File: config.mk
export PLATFORM = sky130hd
export DESIGN_NAME = spi_mem_arbiter
export DESIGN_NICKNAME = d
export VERILOG_FILES = /design/src/rtl/spi_hub_pkg.sv /design/src/rtl/rr_arbiter_2.sv /design/src/rtl/spi_mem_arbiter.sv
export SDC_FILE = /design/constraint.sdc
export NUM_CORES = 1
export LEC_CHECK = 0
export CAP_MARGIN = 30
export CORE_MARGIN = 5
export CORE_UTILIZATION = 30
export CTS_BUF_LIST = sky130_fd_sc_hd__clkbuf_4 sky130_fd_sc_hd__clkbuf_8 sky130_fd_sc_hd__clkbuf_16
export DETAILED_ROUTE_END_ITERATION = 6
export MAX_ROUTING_LAYER = met4
export PLACE_DENSITY = 0.76
export RECOVER_POWER = 25
export SLEW_MARGIN = 40
export SYNTH_ARGS = -nofsm -noshare
export SYNTH_HDL_FRONTEND = slang
export SYNTH_SLANG_ARGS = --single-unit
export TNS_END_PERCENT = 30
File: constraint.sdc
create_clock -name clk -period 1.9 [get_ports clk]
set_input_delay 0.475 -clock clk [delete_from_list [all_inputs] [get_ports clk]]
set_output_delay 0.475 -clock clk [all_outputs]
set_load 0.01 [all_outputs]
File: src/rtl/spi_hub_pkg.sv
// spi_hub_pkg: shared types and constants for the SPI memory hub front end.
//   arb_state_t        - arbiter/issue FSM states
//   master_id_t        - requester identity (M0 = CPU, M1 = boot/UART loader)
//   FLASH_BASE_DEFAULT - default first address of the Flash window
package spi_hub_pkg;

  typedef enum logic [1:0] {
    IDLE  = 2'd0,
    ISSUE = 2'd1,
    WAIT  = 2'd2,
    RESP  = 2'd3
  } arb_state_t;

  typedef enum logic {
    M0 = 1'b0,
    M1 = 1'b1
  } master_id_t;

  localparam logic [15:0] FLASH_BASE_DEFAULT = 16'hC000;

endpackage

File: src/rtl/rr_arbiter_2.sv
// rr_arbiter_2: two-way round-robin arbiter.
//   clk, reset_n - clock, synchronous active-low reset
//   req[1:0]     - request lines (bit 0 = M0, bit 1 = M1)
//   advance      - commit the current grant as the last grant
//   grant        - combinational grant for the current request pattern
// The last grant resets to M1 so that M0 wins the first tie.
module rr_arbiter_2
  import spi_hub_pkg::*;
(
  input  logic       clk,
  input  logic       reset_n,
  input  logic [1:0] req,
  input  logic       advance,
  output master_id_t grant
);

  master_id_t last_grant_q;

  // Tie goes to whoever did not win last; a lone requester always wins.
  always_comb begin
    grant = M0;
    if (req == 2'b11) begin
      grant = (last_grant_q == M0) ? M1 : M0;
    end else if (req[1]) begin
      grant = M1;
    end
  end

  always_ff @(posedge clk) begin
    if (!reset_n) begin
      last_grant_q <= M1;
    end else if (advance) begin
      last_grant_q <= grant;
    end
  end

endmodule

File: src/rtl/spi_mem_arbiter.sv
// spi_mem_arbiter: two-master arbiter and RAM/Flash region decoder in front of
// the SPI memory controller.
//   clk, reset_n        - clock, synchronous active-low reset
//   m0_* / m1_*         - CPU / loader request ports (req, we, addr, wdata in;
//                         rdata, ready out)
//   mem_req/we/addr/wdata, cs_select - parallel command to the controller
//   mem_rdata, mem_ready - controller response
//   spi_busy            - controller not idle; blocks new grants
//   wp_fault            - Flash write-protect violation pulse
// Optional feature: define FLASH_WP_EN to reject writes that decode to Flash
// (no controller request; ready and wp_fault pulse together). Without it
// wp_fault is always 0.
module spi_mem_arbiter
  import spi_hub_pkg::*;
#(
  parameter int unsigned        ADDR_W     = 16,
  parameter int unsigned        DATA_W     = 16,
  parameter logic [ADDR_W-1:0]  FLASH_BASE = ADDR_W'(FLASH_BASE_DEFAULT)
) (
  input  logic              clk,
  input  logic              reset_n,
  input  logic              m0_req,
  input  logic              m0_we,
  input  logic [ADDR_W-1:0] m0_addr,
  input  logic [DATA_W-1:0] m0_wdata,
  output logic [DATA_W-1:0] m0_rdata,
  output logic              m0_ready,
  input  logic              m1_req,
  input  logic              m1_we,
  input  logic [ADDR_W-1:0] m1_addr,
  input  logic [DATA_W-1:0] m1_wdata,
  output logic [DATA_W-1:0] m1_rdata,
  output logic              m1_ready,
  output logic              mem_req,
  output logic              mem_we,
  output logic [ADDR_W-1:0] mem_addr,
  output logic [DATA_W-1:0] mem_wdata,
  input  logic [DATA_W-1:0] mem_rdata,
  input  logic              mem_ready,
  output logic              cs_select,
  input  logic              spi_busy,
  output logic              wp_fault
);

  arb_state_t        state_q;
  master_id_t        gnt_q;
  logic              mem_req_q;
  logic              mem_we_q;
  logic [ADDR_W-1:0] mem_addr_q;
  logic [DATA_W-1:0] mem_wdata_q;
  logic              cs_select_q;
  logic [DATA_W-1:0] m0_rdata_q;
  logic [DATA_W-1:0] m1_rdata_q;
  logic              m0_ready_q;
  logic              m1_ready_q;
  logic              wp_fault_q;

  master_id_t        grant;
  logic              start;
  logic              sel_we;
  logic [ADDR_W-1:0] sel_addr;
  logic [DATA_W-1:0] sel_wdata;
  logic              sel_flash;
  logic [ADDR_W-1:0] dec_addr;
  logic              wp_hit;

  rr_arbiter_2 u_arb (
    .clk     (clk),
    .reset_n (reset_n),
    .req     ({m1_req, m0_req}),
    .advance (start),
    .grant   (grant)
  );

  // A new transaction starts only from IDLE with the controller free.
  assign start = (state_q == IDLE) && (m0_req || m1_req) && !spi_busy;

  // Select the winning master's command and decode its target region.
  always_comb begin
    sel_we    = (grant == M1) ? m1_we    : m0_we;
    sel_addr  = (grant == M1) ? m1_addr  : m0_addr;
    sel_wdata = (grant == M1) ? m1_wdata : m0_wdata;
    sel_flash = (sel_addr >= FLASH_BASE);
    dec_addr  = sel_flash ? ADDR_W'(sel_addr - FLASH_BASE) : sel_addr;
  end

`ifdef FLASH_WP_EN
  assign wp_hit = sel_we && sel_flash;
`else
  assign wp_hit = 1'b0;
`endif

  // Issue FSM; mem_* and cs_select are latched at grant and held until the next grant.
  always_ff @(posedge clk) begin
    if (!reset_n) begin
      state_q     <= IDLE;
      gnt_q       <= M0;
      mem_req_q   <= 1'b0;
      mem_we_q    <= 1'b0;
      mem_addr_q  <= '0;
      mem_wdata_q <= '0;
      cs_select_q <= 1'b0;
      m0_rdata_q  <= '0;
      m1_rdata_q  <= '0;
      m0_ready_q  <= 1'b0;
      m1_ready_q  <= 1'b0;
      wp_fault_q  <= 1'b0;
    end else begin
      mem_req_q  <= 1'b0;
      m0_ready_q <= 1'b0;
      m1_ready_q <= 1'b0;
      wp_fault_q <= 1'b0;
      unique case (state_q)
        IDLE: begin
          if (start) begin
            gnt_q       <= grant;
            mem_we_q    <= sel_we;
            mem_addr_q  <= dec_addr;
            mem_wdata_q <= sel_wdata;
            cs_select_q <= sel_flash;
            if (wp_hit) begin
              // Protected Flash write: answer directly, never reach the controller.
              wp_fault_q <= 1'b1;
              m0_ready_q <= (grant == M0);
              m1_ready_q <= (grant == M1);
              state_q    <= RESP;
            end else begin
              mem_req_q <= 1'b1;
              state_q   <= ISSUE;
            end
          end
        end
        ISSUE: state_q <= WAIT;
        WAIT: begin
          if (mem_ready) begin
            m0_ready_q <= (gnt_q == M0);
            m1_ready_q <= (gnt_q == M1);
            // Writes leave the master's read-data register untouched.
            if (!mem_we_q) begin
              if (gnt_q == M0) m0_rdata_q <= mem_rdata;
              else             m1_rdata_q <= mem_rdata;
            end
            state_q <= RESP;
          end
        end
        RESP:    state_q <= IDLE;
        default: state_q <= IDLE;
      endcase
    end
  end

  assign mem_req   = mem_req_q;
  assign mem_we    = mem_we_q;
  assign mem_addr  = mem_addr_q;
  assign mem_wdata = mem_wdata_q;
  assign cs_select = cs_select_q;
  assign m0_rdata  = m0_rdata_q;
  assign m1_rdata  = m1_rdata_q;
  assign m0_ready  = m0_ready_q;
  assign m1_ready  = m1_ready_q;
  assign wp_fault  = wp_fault_q;

endmodule

After elaboration in Yosys (flattened, before gate mapping). Cells that the tools add are included.

Reductions and logical operators: 11. Equal/unequal tests: 6. Magnitude comparators: 1. $add $sub $neg: 1. Mux-type cells: 11. Bitwise logic cells: 2.

Operators by type and width (count): 16-bit 2-to-1 mux (3); 16-bit >= comparator, second input constant (1); 16-bit subtractor, second input constant (1); 2-bit one-hot mux with 4 select lines (1); 4-bit AND reduction (2); 2-bit == test, second input constant (3); 2-bit AND reduction (3); 1-bit 2-to-1 mux (5); 2-bit 2-to-1 mux (2); 2-bit != test, second input constant (2); 3-bit AND reduction (1); 2-bit by 1-bit == test with 1-bit output, second input constant (1); 1-bit logical AND (2); 2-bit zero test (1); 1-bit NOT (2); 1-bit zero test (1); 1-bit logical OR (1).

Bits in registers: 73. Logic and storage cells: 44.

Longest topological paths before layout. Gate-level depths: netlist of run 1.

Depth in word-level cells: 5. Gate-level depth with buffers: 8. Depth with buffers taken out: 6.

Modules after synthesis. A second synthesis of run 1 with hierarchy kept.

Cells, all modules: 331. Area total of the unflattened synthesis: 3129.3 µm².

By module, submodules not included: spi_mem_arbiter (cells each 326, sequential area each 1441.4 µm², instances 1, area each 3083.0 µm²); rr_arbiter_2 (cells each 5, sequential area each 20.0 µm², instances 1, area each 46.3 µm²).

Worst setup path before layout of run 1. Ideal clock, no wire load.

Path type: input-to-reg. Start point: in m1_req. End point: reg mem_addr_q[15] (netlist: mem_addr[15]). Data arrival time: 1644 ps. Slack: 124 ps. Library setup time: 132 ps. Required time: 1768 ps. Stages on the path: 7. Cells stage by stage: a21boi_2 -> buf_6 -> mux2_2 -> ha_1 -> nand2b_1 -> o211ai_1 -> a21oi_1.

Word-level cells in the longest chain between the ends: 5. Elaborated cells on any way between the ends: 11. Classes of those cells: add/sub: 1; order compare: 1; eq/ne: 1; mux: 4; reduce/logical: 4.

Ends and longest elaborated chain: start: declaration (line spi_mem_arbiter.sv:28) `input logic m1_req,`; 2-bit == test or 1-bit 2-to-1 mux (tied branches) (line rr_arbiter_2.sv:22, rr_arbiter_2.sv:24); 1-bit 2-to-1 mux (line rr_arbiter_2.sv:22) `if (req == 2'b11) begin`; 16-bit 2-to-1 mux (line spi_mem_arbiter.sv:81) `sel_addr = (grant == M1) ? m1_addr : m0_addr;`; 16-bit subtractor or 16-bit >= comparator (tied branches) (line spi_mem_arbiter.sv:84, spi_mem_arbiter.sv:83); 16-bit 2-to-1 mux (line spi_mem_arbiter.sv:84) `dec_addr = sel_flash ? ADDR_W'(sel_addr - FLASH_BASE) : sel_addr;`; end signal: assignment (line spi_mem_arbiter.sv:118) `mem_addr_q <= dec_addr;`; end: declaration (line spi_mem_arbiter.sv:49) `logic [ADDR_W-1:0] mem_addr_q;`.

Several ways; a longest one is shown, not always the timed one. A chain may end at the register's enable or synchronous reset.

Final worst setup path of run 1.
Start point: in m0_req. End point: reg mem_addr_q[15] (netlist: mem_addr[15]).

Word-level cells in the longest chain between the ends: 5. Elaborated cells on any way between the ends: 10. Classes of those cells: add/sub: 1; order compare: 1; eq/ne: 1; mux: 3; reduce/logical: 4.

Ends and longest elaborated chain: start: declaration (line spi_mem_arbiter.sv:22) `input logic m0_req,`; 2-bit == test (line rr_arbiter_2.sv:22); 1-bit 2-to-1 mux (line rr_arbiter_2.sv:22); 16-bit 2-to-1 mux (line spi_mem_arbiter.sv:81); 16-bit subtractor or 16-bit >= comparator (tied branches) (line spi_mem_arbiter.sv:84, spi_mem_arbiter.sv:83); 16-bit 2-to-1 mux (line spi_mem_arbiter.sv:84).

Several ways; a longest one is shown, not always the timed one.

==> results of run 1 <==
through the flow:
| step | cell area [um^2] | worst slack (ns) | utilization |
|---|---|---|---|
| 2_1_floorplan | 3000 | 0.124 | - |
| 3_3_place_gp | 4740 | -0.346 | 0.485 |
| 3_5_place_dp | 4740 | -0.402 | 0.485 |
| 4_1_cts | 4990 | 0.0000935 | 0.511 |
| 5_1_grt | 4990 | 0.00480 | 0.510 |
| 6_report | 4990 | 0.0626 | 0.510 |
cell families after synthesis:
logic type,Yosys count,share of synthesized area
and+or+nand+nor,119,0.160
other,1,0.00125
DFF,73,0.488
muxes,34,0.116
buffers and inverters,29,0.0551
adders and majority gates,4,0.0167
AOI/OAI and AO/OA,76,0.163
area by class of cell:
type                       instances  area, um^2
fill                             908        4790
timing repair buffer             172        1710
sequential                        73        1460
multi-input combinational        234        1380
tap                              133         166
clock buffer                      10         131
clock inverter                     6         115
inverter                           4        15.0
cell usage after synthesis (2+ instances only):
cell and n:
ha_1 4, a21oi_1 36, inv_1 2, buf_6 4, nor2_1 38, dfxtp_1 73
buf_2 9, or3_1 2, nor3_2 2, a211oi_1 31, nand3_1 2, clkbuf_1 8
nand2_1 71, mux2i_1 32, buf_4 4
layer usage:
layer  vias to the layer above  wire [um]  GRT usage
met4                         0        180     0.0508
met2                       122       4150      0.247
met1                      1278       3360      0.158
met3                        13        983     0.0705
met5                         -          0          -
li1                       1467          -          -
power groups by stage:
| stage | sequential (mW) | combinational [mW] | clock [mW] |
|---|---|---|---|
| floorplan | 1.98 | 0.620 | 0 |
| global placement | 1.89 | 1.41 | 0 |
| detailed placement | 1.90 | 1.45 | 0 |
| CTS | 1.87 | 1.46 | 1.55 |
| global route | 1.90 | 1.56 | 1.62 |
| finish | 1.87 | 1.42 | 1.48 |
worst max-delay path: cells and delay by family:
kind,cells,cell delay [ns]
AOI/OAI and AO/OA,3,0.38
adders and majority gates,1,0.29
buffers and inverters,1,0.46
muxes,1,0.33
and+or+nand+nor,1,0.14
repair_timing:
action,CTS,global route
setup endpoints to repair,2,32
hold endpoints to repair,0,0
pin swaps,0,1
resized for setup,2,2
flip-flops by register name, summed over array words and instances (netlist names):
register,count
mem_addr,16
m0_rdata,16
m0_ready,1
mem_wdata,16
u_arb.last_grant_q,1
state_q,2
m1_ready,1
mem_we,1
mem_req,1
cs_select,1
m1_rdata,16
gnt_q,1
final timing paths:
path | slack (ns) | to | from
setup / recovery | 0.06 | mem_addr[15]$_SDFFE_PN0P_ | m0_req
hold / removal | 0.46 | cs_select$_SDFFE_PN0P_ | cs_select$_SDFFE_PN0P_
setup reg to reg | 0.28 | m1_rdata[0]$_SDFFE_PN0P_ | state_q[0]$_SDFFE_PN0P_
hold reg to reg | 0.46 | cs_select$_SDFFE_PN0P_ | cs_select$_SDFFE_PN0P_
==> results.py, run 1 <==
metrics = {
    "outcome": {
        "outcome": "completed",
    },
    "placement": {
        "gp_congestion": 0.746,
        "dp_cells": 616,
        "dp_hpwl_mm": 6.73,
        "port_buffers": 156,
    },
    "power_and_ir_drop": {
        "swShare": 0.282,
        "ir_drop_v": 0.000474,
        "p_sw_mw": 1.35,
        "intPower_mw": 3.43,
        "power_mw": 4.78,
        "comb_power_share": 0.298,
        "powerDensity_nw_per_um2": 958,
        "clock_power_share": 0.311,
        "sequentialPowerShare": 0.391,
        "p_leak_nw": 1.79,
    },
    "setup_path": {
        "cp_max_fo": 3,
        "cp_slowest_cell": "clkdlybuf4s50_1",
        "worstPathArrival_ns": 2.07,
        "critPathLaunchType": "input pin",
        "worst_setup_path_end_kind": "register",
        "crit_chain": "clkdlybuf4s50_1 > a21boi_4 > mux2_4 > ha_1 > nand2b_1 > o211ai_1 > a21oi_1",
        "critPathRequiredTime_ns": 2.13,
        "critPathMaxStageDelay_ns": 0.46,
        "r2r_cells": 7,
        "path_class": "in -> reg",
    },
    "die": {
        "core_area_um2": 9770,
        "core.rowCount": 36,
        "die_h_um": 110,
        "initial_utilization": 0.307,
        "die-area_um2": 12100,
        "pin_count": 158,
        "die_w_um": 110,
    },
    "layout": {
        "num-nets-final": 586,
        "diodes": 0,
        "final_cell_mix": "clkdlybuf4s50_1, dfxtp_1, nand2_1, nor2_1, a21oi_1",
        "stdcell_count": 632,
        "area_delta_synth_final_pct": 66.4,
        "drive_above_1_share": 0.0822,
        "final_common_cell": "clkdlybuf4s50_1",
    },
    "yosys": {
        "yosys_warnings": 0,
        "yosys.area.top_type": "dfxtp_1",
        "synth_top_area_frac": 0.488,
        "ys_seq_area_frac": 0.488,
        "synthCells": 336,
        "synth-async-reset-ratio": 0,
        "yosys_register_bits": 73,
        "avgSynthCellArea_um2": 8.92,
        "ys.flop_type": "dfxtp_1",
        "synthDistinctLibCells": 33,
        "synth_edf_count": 0,
        "syn-num-nets": 428,
        "synth_area_leaders": "dfxtp_1, mux2i_1, nand2_1",
        "netlist_area_um2": 3000,
    },
    "run": {
        "max_cap_viol_count": 0,
    },
    "clocking": {
        "root_buffer": "clkbuf_8",
        "cts_buffers": 9,
        "clk_pin_slew_ns": 0.08,
        "cts_tree": "done",
        "ctsHoldBuffers": 0,
        "ctsHtreeMaxLevel": 3,
        "clkLatencyLatePin_ns": 0.34,
        "clockBufferDepth": 2,
        "postCtsSetupRepairBufs": 0,
        "clock-sinks": 73,
    },
    "detailed_routing": {
        "drt-total-wl_mm": 8.67,
        "vias": 2880,
        "drt.antenna.violating_nets": 0,
        "drcViolationCount": 0,
        "drt-pass1-iter-count": 4,
        "viasPerCell": 4.56,
        "wl_per_cell_um": 13.7,
        "drtIter0Drc": 74,
    },
    "global_route": {
        "grt-ovfl-total": 0,
        "grt_max_degree": 47,
        "grt_pass1_vias": 2965,
        "track_usage": 0.150,
        "grt_pass1_wl_mm": 13.7,
        "antenna_found_initial": 0,
    },
    "sta": {
        "rsz0062_at_grt": "false",
        "hold_viol": 0,
        "skew_ns": 0.00384,
        "fin_crit_sh": 0.967,
        "max_freq_mhz": 544,
        "whs_ns": 0.455,
        "setup-tns-final_ns": 0,
        "post-route-min-period_ns": 1.84,
        "setup_viol": 0,
        "slew_viol_final": 0,
    },
    "hold_path": {
        "hp-class": "reg -> reg",
        "holdPathStages": 2,
    },
}
Power figures use the tool's default switching activity.
==> inputs of run 2 (changes only) <==
Settings changed: CORE_ASPECT_RATIO from default to 0.8.
==> run 2 against run 1 <==
Net effect: wire length increased by 3.6%; critical path depth decreased by 1; non-clock buffer count increased by 3; via count increased by 1.7%; global-route usage increased by 0.40 points; die area about the same; clock power increased by 22%; setup slack improved by 0.10 ns; first-iteration DRC count increased by 49%; largest power group unchanged; combinational power about the same; cell count increased by 0.79%.
==> results.py, run 2 (synthesis results as in run 1) <==
metrics = {
    "detailed_routing": {
        "wl_per_cell_um": 14.1,
        "drt-pass1-iter-count": 4,
        "drtIter0Drc": 110,
        "drt-total-wl_mm": 8.98,
        "drt.antenna.violating_nets": 0,
        "drcViolationCount": 0,
        "viasPerCell": 4.60,
        "vias": 2929,
    },
    "setup_path": {
        "cp_num_buf_inv": 2,
        "path_class": "in -> reg",
        "critPathRequiredTime_ns": 2.10,
        "worst_setup_path_end_kind": "register",
        "path_common_cell": "nand2_1",
        "crit_family": "buffers and inverters",
        "crit_chain": "dlygate4sd3_1 > nand2_1 > or3_1 > clkbuf_2 > nand2_1 > a21oi_1",
        "cp_max_fo": 16,
        "critPathMaxStageDelay_ns": 0.58,
        "critPathLaunchType": "input pin",
        "cp_slowest_cell": "dlygate4sd3_1",
        "worstPathArrival_ns": 1.94,
    },
    "die": {
        "die-area_um2": 12100,
        "core_area_um2": 9690,
        "initial_utilization": 0.309,
        "die_h_um": 99.4,
        "core.rowCount": 32,
        "die_w_um": 122,
        "pin_count": 158,
    },
    "layout": {
        "final_cell_mix": "clkdlybuf4s50_1, dfxtp_1, nand2_1, nor2_1, a21oi_1",
        "drive_above_1_share": 0.0778,
        "final_area_um2": 5080,
        "final_common_cell": "clkdlybuf4s50_1",
        "num-nets-final": 589,
        "area_delta_synth_final_pct": 69.4,
        "diodes": 0,
    },
    "placement": {
        "dp_hpwl_mm": 7.05,
        "postPlaceCellArea_um2": 4760,
        "port_buffers": 156,
        "gp_congestion": 0.770,
    },
    "sta": {
        "hold_viol": 0,
        "post-route-min-period_ns": 1.73,
        "max_freq_mhz": 577,
        "setup_viol": 0,
        "rsz0062_at_grt": "false",
        "setup-tns-final_ns": 0,
        "skew_ns": 0.00516,
        "slew_viol_final": 0,
        "fin_crit_sh": 0.913,
    },
    "hold_path": {
        "hp-class": "reg -> reg",
    },
    "global_route": {
        "grt_pass1_wl_mm": 14.5,
        "grt-ovfl-total": 0,
        "grt_max_degree": 40,
        "track_usage": 0.154,
        "use_met3": 0.0517,
        "grtUsageMet1": 0.172,
        "use_met2": 0.259,
        "top_usage_layer": "met2",
        "grt_pass1_vias": 2936,
        "antenna_found_initial": 0,
    },
    "power_and_ir_drop": {
        "power_mw": 5.11,
        "powerDensity_nw_per_um2": 1010,
        "ir_drop_v": 0.000495,
        "p_leak_nw": 1.83,
    },
    "run": {
        "max_cap_viol_count": 0,
    },
    "clocking": {
        "clk_pin_slew_ns": 0.06,
        "clkLatencyLatePin_ns": 0.32,
        "clock-sinks": 73,
        "ctsHoldBuffers": 0,
        "clockBufferDepth": 2,
        "ctsHtreeMaxLevel": 3,
        "root_buffer": "clkbuf_16",
        "cts_buffers": 9,
        "cts_tree": "done",
    },
    "outcome": {
        "outcome": "completed",
    },
}
run 2: worst register-to-register path, cell delays in order, from the launching register on:
cell and delay, ns:
dfxtp_1 0.31, inv_1 0.10, ha_1 0.20, and2b_1 0.15, o21a_1 0.23, buf_12 0.22
nor2_1 0.06, a211oi_1 0.28
run 2: routing by layer:
metal	vias to the layer above	part of all wire
met2	90	0.50
met4	0	0.013
met1	1350	0.41
met5	-	0
li1	1480	-
met3	9	0.077
run 2: power breakdown:
part / leakage [nW] / internal (mW) / switching (mW)
logic: 1.08 / 0.791 / 0.651
registers: 0.596 / 1.75 / 0.122
clock network: 0.151 / 1.17 / 0.623
total: 1.83 / 3.71 / 1.40
run 2: cell type report:
class,count,area [um^2]
clock buffer,10,239
clock inverter,5,80.1
fill,913,4610
inverter,4,15.0
multi-input combinational,234,1380
sequential,73,1460
tap,136,170
timing repair buffer,175,1740
run 2: per-stage QoR:
| step | hold WS, ns | setup slack [ns] | cells | utilization |
|---|---|---|---|---|
| finish | 0.453 | 0.166 | 637 | 0.524 |
| CTS | 0.453 | 0.00457 | 636 | 0.526 |
| global placement | 0.443 | -0.348 | 620 | 0.492 |
| global route | 0.474 | 0.0630 | 637 | 0.524 |
| detailed placement | 0.447 | -0.403 | 620 | 0.492 |
| floorplan | 0.453 | 0.124 | 336 | - |
run 2: worst paths after layout:
kind                                to  cells past startpoint                      start  slack, ns
min reg2reg  m1_rdata[13]$_SDFFE_PN0P_                      2  m1_rdata[13]$_SDFFE_PN0P_       0.45
max reg2reg  mem_wdata[5]$_SDFFE_PN0P_                      7    state_q[0]$_SDFFE_PN0P_       0.26
min          m1_rdata[13]$_SDFFE_PN0P_                      2  m1_rdata[13]$_SDFFE_PN0P_       0.45
max          m0_rdata[14]$_SDFFE_PN0P_                      6                  mem_ready       0.17
run 2: repair_timing:
action                     4_1_cts  5_1_grt
pin swaps                        2        1
gates cloned                     0        0
resized for setup                2        2
setup buffers                    1        1
setup endpoints to repair        1        2
